<file path="src/rtl/axil_regfile_bridge.sv">
// axil_regfile_bridge: AXI4-Lite slave serialising register accesses onto a single-port BRAM-style strobe bus.
// Optional range checking (SLVERR, suppressed strobe) is compiled in with AXIL_BRIDGE_RANGE_CHECK_EN.
module axil_regfile_bridge #(
    parameter int Naddr = 4,
    parameter int Abits = 16,
    parameter int Nregs = 2 ** Naddr
) (
    input  logic             clk,
    input  logic             resetn,
    input  logic [Abits-1:0] s_axi_awaddr,
    input  logic             s_axi_awvalid,
    output logic             s_axi_awready,
    input  logic [31:0]      s_axi_wdata,
    input  logic [3:0]       s_axi_wstrb,
    input  logic             s_axi_wvalid,
    output logic             s_axi_wready,
    output logic [1:0]       s_axi_bresp,
    output logic             s_axi_bvalid,
    input  logic             s_axi_bready,
    input  logic [Abits-1:0] s_axi_araddr,
    input  logic             s_axi_arvalid,
    output logic             s_axi_arready,
    output logic [31:0]      s_axi_rdata,
    output logic [1:0]       s_axi_rresp,
    output logic             s_axi_rvalid,
    input  logic             s_axi_rready,
    output logic [Naddr-1:0] addr,
    output logic [31:0]      wr_data,
    input  logic [31:0]      rd_data,
    output logic             en,
    output logic [3:0]       we
);
    typedef enum logic [2:0] {IDLE, WR_EXEC, WR_RESP, RD_EXEC, RD_WAIT, RD_RESP} state_t;
    state_t state_q;
    logic last_wr_q, err_q, en_q, bvalid_q, rvalid_q;
    logic [3:0] we_q;
    logic [1:0] bresp_q, rresp_q;
    logic [31:0] wr_data_q, rdata_q;
    logic [Naddr-1:0] addr_q;
    logic wr_grant, rd_grant, aw_err, ar_err, err_d, unused_ok;
    // A write needs AW and W together; on contention the type not served last wins.
    assign wr_grant = state_q == IDLE && s_axi_awvalid && s_axi_wvalid && (!s_axi_arvalid || !last_wr_q);
    assign rd_grant = state_q == IDLE && s_axi_arvalid && !wr_grant;
    assign err_d = wr_grant ? aw_err : ar_err;
`ifdef AXIL_BRIDGE_RANGE_CHECK_EN
    assign aw_err = (s_axi_awaddr >> (Naddr + 2)) != '0 || 32'(s_axi_awaddr[Naddr+1:2]) >= 32'(Nregs);
    assign ar_err = (s_axi_araddr >> (Naddr + 2)) != '0 || 32'(s_axi_araddr[Naddr+1:2]) >= 32'(Nregs);
    assign unused_ok = ^{s_axi_awaddr[1:0], s_axi_araddr[1:0]};
`else
    assign aw_err = 1'b0;
    assign ar_err = 1'b0;
    assign unused_ok = ^{s_axi_awaddr, s_axi_araddr, 32'(Nregs)};
`endif
    assign s_axi_awready = wr_grant;
    assign s_axi_wready  = wr_grant;
    assign s_axi_arready = rd_grant;
    assign s_axi_bvalid  = bvalid_q;
    assign s_axi_bresp   = bresp_q;
    assign s_axi_rvalid  = rvalid_q;
    assign s_axi_rresp   = rresp_q;
    assign s_axi_rdata   = rdata_q;
    assign addr          = addr_q;
    assign wr_data       = wr_data_q;
    assign en            = en_q;
    assign we            = we_q;
    // Transaction FSM: one access in flight, single-cycle strobe, registered responses.
    always_ff @(posedge clk or negedge resetn) begin
        if (!resetn) begin
            state_q   <= IDLE;
            last_wr_q <= 1'b0;
            err_q     <= 1'b0;
            en_q      <= 1'b0;
            we_q      <= '0;
            addr_q    <= '0;
            wr_data_q <= '0;
            bvalid_q  <= 1'b0;
            bresp_q   <= '0;
            rvalid_q  <= 1'b0;
            rresp_q   <= '0;
            rdata_q   <= '0;
        end else begin
            case (state_q)
                IDLE: begin
                    if (wr_grant) begin
                        addr_q    <= s_axi_awaddr[Naddr+1:2];
                        wr_data_q <= s_axi_wdata;
                        en_q      <= !err_d;
                        we_q      <= err_d ? 4'h0 : s_axi_wstrb;
                        err_q     <= err_d;
                        last_wr_q <= 1'b1;
                        state_q   <= WR_EXEC;
                    end else if (rd_grant) begin
                        addr_q    <= s_axi_araddr[Naddr+1:2];
                        en_q      <= !err_d;
                        err_q     <= err_d;
                        last_wr_q <= 1'b0;
                        state_q   <= RD_EXEC;
                    end
                end
                WR_EXEC: begin
                    en_q     <= 1'b0;
                    we_q     <= '0;
                    bvalid_q <= 1'b1;
                    bresp_q  <= err_q ? 2'b10 : 2'b00;
                    state_q  <= WR_RESP;
                end
                WR_RESP: begin
                    if (s_axi_bready) begin
                        bvalid_q <= 1'b0;
                        state_q  <= IDLE;
                    end
                end
                RD_EXEC: begin
                    en_q    <= 1'b0;
                    state_q <= RD_WAIT;
                end
                RD_WAIT: begin
                    rdata_q  <= err_q ? 32'h0 : rd_data;
                    rresp_q  <= err_q ? 2'b10 : 2'b00;
                    rvalid_q <= 1'b1;
                    state_q  <= RD_RESP;
                end
                RD_RESP: begin
                    if (s_axi_rready) begin
                        rvalid_q <= 1'b0;
                        state_q  <= IDLE;
                    end
                end
                default: state_q <= IDLE;
            endcase
        end
    end
endmodule

</file>
<file path="config.mk">
export PLATFORM = sky130hd
export DESIGN_NAME = axil_regfile_bridge
export DESIGN_NICKNAME = d
export VERILOG_FILES = /design/src/rtl/axil_regfile_bridge.sv
export SDC_FILE = /design/constraint.sdc
export NUM_CORES = 1
export LEC_CHECK = 0
export BUFFER_PORTS_ARGS = -buffer_cell sky130_fd_sc_hd__buf_4
export CAP_MARGIN = 30
export CORE_MARGIN = 2
export CORE_UTILIZATION = 44
export DETAILED_ROUTE_END_ITERATION = 10
export PLACE_DENSITY = 0.91
export SLEW_MARGIN = 20
export SYNTH_ARGS = -nofsm -noshare
export SYNTH_HDL_FRONTEND = slang
export SYNTH_SLANG_ARGS = --single-unit
</file>
<file path="constraint.sdc">
create_clock -name clk -period 1.97 [get_ports clk]
set_input_delay 0.2955 -clock clk [delete_from_list [all_inputs] [get_ports clk]]
set_output_delay 0.2955 -clock clk [all_outputs]
set_load 0.005 [all_outputs]
</file>
After elaboration in Yosys (flattened, before gate mapping) --
Cells that the tools add are included. W data, S select, Z words.
Cells by class: $add $sub $neg 0, multipliers 0, divide/modulo/power cells 0, $lt $le $gt $ge 0, equal/unequal tests 9, shift-type cells 0, muxes and demuxes 21, bitwise gates (word level) 0, reduce and logical (&&, ||, !) cells 23
Operators by type and width (number):
- $mux W32 | 1
- $pmux W3 S6 | 1
- $mux W3 | 4
- $mux W4 | 3
- $reduce_and A2 Y1 | 6
- $reduce_bool A2 Y1 | 5
- $pmux W4 S2 | 1
- $mux W1 | 7
- $eq A3 B2 Y1 const B | 2
- $eq A3 B3 Y1 const B | 2
- $ne A2 B2 Y1 const B | 3
- $pmux W1 S2 | 3
- $logic_and A1 B1 Y1 | 5
- $eq A3 B1 Y1 const B | 1
- $logic_not A1 Y1 | 3
- $logic_not A3 Y1 | 1
- $ne A3 B3 Y1 const B | 1
- $reduce_and A3 Y1 | 1
- $mux W2 | 1
- $reduce_or A2 Y1 | 1
- $logic_or A1 B1 Y1 | 1
Storage, ports and cells: register bits 84, bits in latches 0, memory bits (writable) 0, bits in read-only memories 0, logic and storage cells 65, memories 0

Logic depth before layout (Yosys ltp) --
Gate-level depths: netlist (run 1).
depth after elaboration 9, gate-level depth with buffers 5

Worst setup path before layout (run 1) --
Ideal clock, no wire load.
path type reg-to-output, start point reg state_q[0], end point out s_axi_wready, arrival time 1.213 ns, path slack 0.462 ns, stages on the path, launching flop included 6, buffers on the path 2, cell sequence dfrtp_1 -> nor3_4 -> nand4_4 -> buf_6 -> inv_1 -> buf_4
On the way: word-level cells in the longest chain between the ends 4
RTL lines:
- from (decl) | RTL line 34 | state_t state_q;
- from (signal assigned) | RTL line 69 | state_q <= IDLE;
- from (signal assigned) | RTL line 91 | state_q <= WR_EXEC;
- from (signal assigned) | RTL line 97 | state_q <= RD_EXEC;
- $logic_not A3 Y1 | RTL line 42 | assign wr_grant = state_q == IDLE && s_axi_awvalid && s_axi_wvalid && (!s_axi_arvalid || !last_wr_q);
- $logic_and A1 B1 Y1 (3 in series) | RTL line 42
- to (decl) | RTL line 16 | output logic s_axi_wready,
Every way passes these cells.

Worst setup path after layout (run 1) --
start point reg state_q[1], end point out s_axi_awready
On the way: word-level cells in the longest chain between the ends 4
RTL lines:
- $logic_not A3 Y1 | RTL line 42
- $logic_and A1 B1 Y1 (3 in series) | RTL line 42
- to (decl) | RTL line 12 | output logic s_axi_awready,
Every way passes these cells.

==> qor.yml, run 1 <==
status: "completed"
crit_start: "state_q[1]$_DFFE_PN0P_"
synth_cells: 222
rsz0062_at_grt: "false"
antenna_left: 0
wl_um: 7810
cp_cell_sequence: "nor3_4 -> nand4_4 -> buf_12 -> inv_1 -> buf_4"
antenna_found_initial: 0
place_hpwl_um: 5600
netSwitchingFraction_pct: 29.2
htree_levels: 3
path_depth: 5
fp.coreArea_mm2: 0.00733
min_path_type: "primary input to register"
die-area_mm2: 0.00839
yosys_warnings: 0
clock-root-buffer: "clkbuf_8"
numCtsBuffers: 9
firstDrtPassIters: 4
start_util_pct: 46.0
min_from: "rd_data[13]"
intPower_uw: 5350
peakVddDrop_uv: 843
multiInputGateArea_mm2: 0.00127
power_density_mw_per_mm2: 1520
synth_fa_ha_area_share_pct: 0
fmax_mhz: 548
synth.distinct_cells: 31
clk_latency_ns: 0.33
io_buffers: 160
hold_violations: 0
cp_slowest_stage_delay_ns: 0.47
crit_path_start_kind: "register"
synth_top_family_by_area: "multiplexers"
num_rows: 31
route.detailed.drc: 0
ff2ff_path_depth: 5
cap_viol_max_count: 0
maxSlewViolCount: 0
io_pins: 189
grt_max_degree: 51
num-fill-cells: 543
diodes: 0
drt-initial-drc-count: 35
grt_pass1_vias: 2446
cp_top_family: "flip-flops"
synth_compound_area_share_pct: 3.78
crit_arrival_ns: 1.53
clockPowerShare_pct: 15.2
p_seq_share_pct: 39.2
crit_path_end_kind: "output pin"
num_vias: 2410
setup_tns_ns: 0
finalSetupViolCount: 0
drive_gt1_share_pct: 64.5
syn_area_mm2: 0.00338
viasPerCell: 4.80
gp_congestion: 0.738
synthMuxAreaShare_pct: 26.6
regArea_mm2: 0.00198
yosysSeqAreaShare_pct: 58.6
synth_xor_area_share_pct: 0
worstReg2RegStart: "state_q[1]$_DFFE_PN0P_"
clk_pin_slew_ns: 0.08
area_delta_synth_final_pct: 47.0
p_leak_uw: 0.00255
grt.total_usage_pct: 18.6
final_nets: 507
p_sw_uw: 2210
critPathSlowestCell: "dfrtp_2"
synth_seq_cells: 79
crit_type: "register to output pin"
placed_cells: 474
pwr-share-comb_pct: 45.6
min_period_over_period_pct: 92.6
stdcell_count: 502
grt_pass1_wl_um: 12300
whs_path_depth: 2
die_h_um: 91.6
overflow: 0
cts_tree: "built"
cts.sink_count: 79
clockBufferDepth: 2
synthSimpleGateAreaFrac_pct: 6.78
cp_max_fo: 7
wl_per_cell_um: 15.6
required_ns: 1.67
worst-path-buf-inv: 3
min_period_ns: 1.82
fin_skew_ns: 0.00775
fp.dieW_um: 91.6
avgSynthCellArea_um2: 15.2
## worst register-to-register path: stages (launching register included)
cell and delay [ns]:
dfrtp_2 0.47, buf_4 0.16, buf_4 0.13, nor3b_4 0.22, buf_12 0.25, mux2_2 0.39
## sequential cells by signal, summed over array words and instances (netlist names)
signal / cells
wr_data: 32
last_wr_q: 1
we: 4
s_axi_bvalid: 1
state_q: 3
s_axi_rvalid: 1
en: 1
s_axi_rdata: 32
addr: 4
## metal layers
layer,GRT usage [%],wire length [um]
met5,0,0
met4,6.57,142
met3,5.39,484
met2,32.2,4160
met1,22.0,3020
## power groups by stage
stage	Sequential (uW)	Clock (uW)	Combinational (uW)
2_1_floorplan	2980	0	1640
5_1_grt	3080	1250	3720
3_3_place_gp	2960	0	3170
4_1_cts	2980	1180	3330
6_report	2960	1150	3450
3_5_place_dp	3030	0	3270
## cells in the mapped netlist, drive strengths merged
| cell | count | area, um^2 |
|---|---|---|
| inv | 2 | 7.51 |
| conb | 1 | 3.75 |
| mux2 | 64 | 860 |
| nor2 | 2 | 7.51 |
| nand4 | 1 | 21.3 |
| a211oi | 1 | 7.51 |
| mux2i | 4 | 40.0 |
| buf | 13 | 128 |
| nand3b | 1 | 7.51 |
| o21ai | 10 | 50.1 |
| nand2 | 19 | 71.3 |
| clkbuf | 1 | 3.75 |
| nor2b | 2 | 12.5 |
| nor3 | 2 | 21.3 |
| a21oi | 2 | 10.0 |
| and2 | 4 | 25.0 |
| o21a | 1 | 7.51 |
| nor3b | 2 | 31.3 |
| nand2b | 1 | 6.26 |
| nand3 | 1 | 10.0 |
| a21o | 2 | 15.0 |
| o21bai | 1 | 7.51 |
| or2 | 1 | 8.76 |
| a22oi | 4 | 30.0 |
| or3 | 1 | 6.26 |
| dfrtp | 79 | 1980 |
## placed cells by master (no fill, tap or decap), types with 3 or more instances in the layout
master and n:
dfrtp_1 76, mux2_2 23, mux2_4 37, mux2_1 4, mux2i_1 4, buf_4 173
a22oi_1 4, o21ai_0 10, conb_1 4, dfrtp_2 3, buf_12 3, clkbuf_8 10
nand2_1 19, and2_1 4
## through the flow
stage                     power [uW]  hold WS (ns)  cell area (um^2)  worst slack, ns  utilization, %
after floorplan                 4620    -0.0000911              3390            0.462               -
after global placement          6130         0.245              4650            0.316            63.4
after detailed placement        6290         0.258              4650            0.256            63.4
after CTS                       7490         0.158              4850           0.0130            66.2
after global routing            8050         0.161              4960           0.0214            67.7
final                           7560         0.173              4960            0.145            67.7
## cells by family after synthesis
family,after synthesis
flip-flops,79
multiplexers,68
AND/OR/NAND/NOR,37
AO/OA/AOI/OAI,21
buffers and inverters,16
other,1
## cell type report
cell class / count / area share (%)
clock buffers: 10 / 2.77
flip-flops and latches: 79 / 39.9
inverters: 2 / 0.151
well taps: 99 / 2.50
clock inverters: 4 / 0.958
multi-input cells: 130 / 25.6
repair buffers: 178 / 28.1
## path summary, 6_finish.rpt
path	endpoint	slack (ns)
hold / removal	s_axi_rdata[13]$_DFFE_PN0P_	0.17
setup / recovery	s_axi_awready	0.15
hold reg to reg	addr[1]$_DFFE_PN0P_	0.49
max in group asynchronous	s_axi_rdata[28]$_DFFE_PN0P_	0.89
setup reg to reg	s_axi_rdata[28]$_DFFE_PN0P_	0.24
min in group asynchronous	s_axi_bvalid$_DFFE_PN0P_	0.47
## repair_timing
action / CTS / global route
pin swaps: 1 / 2
buffers inserted: 1 / 11
cloned: 0 / 1
gates resized for setup: 3 / 0
endpoints found under the setup margin: 2 / 2
endpoints found under the hold margin: 29 / 0
hold buffers: 1 / 0
Power figures use the tool's default switching activity.
==> run 2: changes to the inputs <==
--- a/config.mk
+++ b/config.mk
@@ -5,12 +5,12 @@
 export SDC_FILE = /design/constraint.sdc
 export NUM_CORES = 1
 export LEC_CHECK = 0
-export BUFFER_PORTS_ARGS = -buffer_cell sky130_fd_sc_hd__buf_4
 export CAP_MARGIN = 30
 export CORE_MARGIN = 2
-export CORE_UTILIZATION = 44
+export CORE_UTILIZATION = 60
 export DETAILED_ROUTE_END_ITERATION = 10
-export PLACE_DENSITY = 0.91
+export DONT_BUFFER_PORTS = 1
+export PLACE_DENSITY = 0.87
 export SLEW_MARGIN = 20
 export SYNTH_ARGS = -nofsm -noshare
 export SYNTH_HDL_FRONTEND = slang
==> run 2 against run 1 <==
Compared with the run above:
- the flow now finishes with violations (negative hold slack)
- non-clock buffer count down 173
- critical path depth down 1
- clock-buffer cell count up 1
- cell area down 28%
- die area down 26%
- setup slack worse by 0.041 ns
- clock power down 10%
- hold slack worse by 0.52 ns
- utilization down 2.4 points
- largest power group is now registers
==> qor.yml, run 2 (synthesis results as in run 1) <==
fin_skew_ns: 0.0148  # +0.00706 ns
clk_latency_ns: 0.33  # about the same
crit_path_end_kind: "output pin"
drive_gt1_share_pct: 36.8  # -28 points
num_rows: 27  # -13%
crit_arrival_ns: 1.57  # +0.04 ns
whs_ns: -0.350  # -0.523 ns
violations: "negative hold slack"
final_nets: 334  # -34%
wl_per_cell_um: 20.6  # +32%
rrSetupSlack_ns: 0.38  # +0.14 ns
min_period_ns: 1.87  # +0.0410 ns
grt_util_met1_pct: 23.0  # +0.98 points
gp_congestion: 0.666  # -9.7%
worstReg2RegStart: "state_q[2]$_DFFE_PN0P_"
io_pins: 189  # unchanged
route.detailed.drc: 0  # unchanged
min_period_over_period_pct: 94.7  # +2.1 points
hold_violations: 79  # +79
crit_type: "register to output pin"
p_leak_uw: 0.00169  # -34%
grt_pass1_vias: 1843  # -25%
grt_pass1_wl_um: 9400  # -24%
clockBufferDepth: 2  # unchanged
fmax_mhz: 536  # -2.2%
grt_util_met2_pct: 33.6  # +1.4 points
firstDrtPassIters: 4  # unchanged
cts.sink_count: 79  # unchanged
crit_start: "state_q[2]$_DFFE_PN0P_"
drt-initial-drc-count: 49  # +40%
area_delta_synth_final_pct: 5.78
wl_um: 6230  # -20%
numCtsBuffers: 9  # unchanged
crit_path_start_kind: "register"
min_path_type: "primary input to async pin"
viasPerCell: 5.84  # +22%
grt_max_degree: 80  # +57%
overflow: 0  # unchanged
top_usage_layer: "met2"
critPathSlowestCell: "dfrtp_1"
crit_end: "s_axi_wready"
num_vias: 1770  # -27%
status: "finished, violations left"
diodes: 0  # unchanged
maxSlewViolCount: 0  # unchanged
antenna_found_initial: 0  # unchanged
rsz0062_at_grt: "false"
final_common_cell: "dfrtp_1"
post_cts_buffers: 0  # -1
dp_slack_ns: 0.257  # +0.000782 ns
ff2ff_path_depth: 4  # -1
antenna_left: 0  # unchanged
r2r-end: "wr_data[1]$_DFFE_PN0P_"
clk_pin_slew_ns: 0.08  # about the same
peakVddDrop_uv: 823  # -2.4%
finalWorstSetupSlack_ns: 0.104  # -0.0410 ns
power_density_mw_per_mm2: 1680  # +10%
layout_common_cells: "79 x dfrtp_1, 37 x mux2_4, 23 x mux2_2"
start_util_pct: 61.7  # +16 points
cp_cell_sequence: "nor3_4 -> nand4_4 -> buf_6 -> inv_1"
die_h_um: 79.0  # -14%
cap_viol_max_count: 0  # unchanged
gr-usage-met3_pct: 6.82  # +1.4 points
finalSetupViolCount: 0  # unchanged
stdcell_area_mm2: 0.00357  # -28%
fp.dieW_um: 79.0  # -14%
place_hpwl_um: 4520  # -19%
required_ns: 1.67  # about the same
grt.total_usage_pct: 19.8  # +1.2 points
post_dp_cell_area_mm2: 0.00340  # -27%
io_buffers: 0  # -100%
fp.coreArea_mm2: 0.00547  # -25%
cts_tree: "built"
clock-root-buffer: "clkbuf_8"
die-area_mm2: 0.00624  # -26%
setup_tns_ns: 0  # unchanged
num-fill-cells: 397  # -27%
cp_slowest_stage_delay_ns: 0.49  # +0.02 ns
cp_max_fo: 34  # +27
htree_levels: 3  # unchanged
power_uw: 6000  # -21%
[run 2: cell types whose count changed in the layout (fill, tap and decap cells not counted), moves of 2 or more]
cell | previous run | this run
dfrtp_2 | 3 | 0
buf_12 | 3 | 1
buf_4 | 173 | 3
dfrtp_1 | 76 | 79
[run 2: final cells by class]
type | count | area [um^2] | area share (%)
flip-flops and latches | 79 | 1980 | 55.4
multi-input cells | 130 | 1270 | 35.6
clock buffers | 11 | 141 | 3.96
well taps | 72 | 90.1 | 2.52
repair buffers | 5 | 53.8 | 1.51
clock inverters | 4 | 30.0 | 0.841
inverters | 2 | 7.51 | 0.210
[run 2: how the worst min path moves through the flow]
stage,startpoint,to,slack [ns],depth (start not counted)
floorplan,resetn,addr[0]$_DFFE_PN0P_,-0.00009,0
global placement,resetn,s_axi_rdata[16]$_DFFE_PN0P_,0.001,0
detailed placement,resetn,wr_data[15]$_DFFE_PN0P_,0.002,0
CTS,resetn,wr_data[31]$_DFFE_PN0P_,-0.36,0
global route,resetn,wr_data[15]$_DFFE_PN0P_,-0.37,0
finish,resetn,wr_data[22]$_DFFE_PN0P_,-0.35,0
[run 2: worst max-delay path, delay by kind of cell, from the launching register on]
family / cells / cell delay, ns
and+or+nand+nor: 2 / 0.36
DFF: 1 / 0.49
buffers and inverters: 2 / 0.39
[run 2: routing by layer]
metal,part of all wire (%),up-vias,wire length (um)
li1,-,770,-
met1,38,891,2370
met2,51,103,3190
met3,9.5,6,593
met4,1.2,0,75
met5,0,-,0
[run 2: repair_timing]
action / CTS / global route
resized for setup: 1 / 0
hold endpoints to repair: 79 / 79
endpoints found under the setup margin: 2 / 0
[run 2: power by group]
| group | switching, uW | internal (uW) |
|---|---|---|
| Clock | 539 | 490 |
| Sequential | 716 | 2460 |
| Combinational | 646 | 1150 |
[run 2: per-stage QoR]
| stage | util, % | instances |
|---|---|---|
| final | 65.2 | 303 |
| after global routing | 65.2 | 303 |
| after CTS | 65.2 | 303 |
| after detailed placement | 62.0 | 288 |
| after global placement | 62.0 | 288 |
| after floorplan | - | 225 |
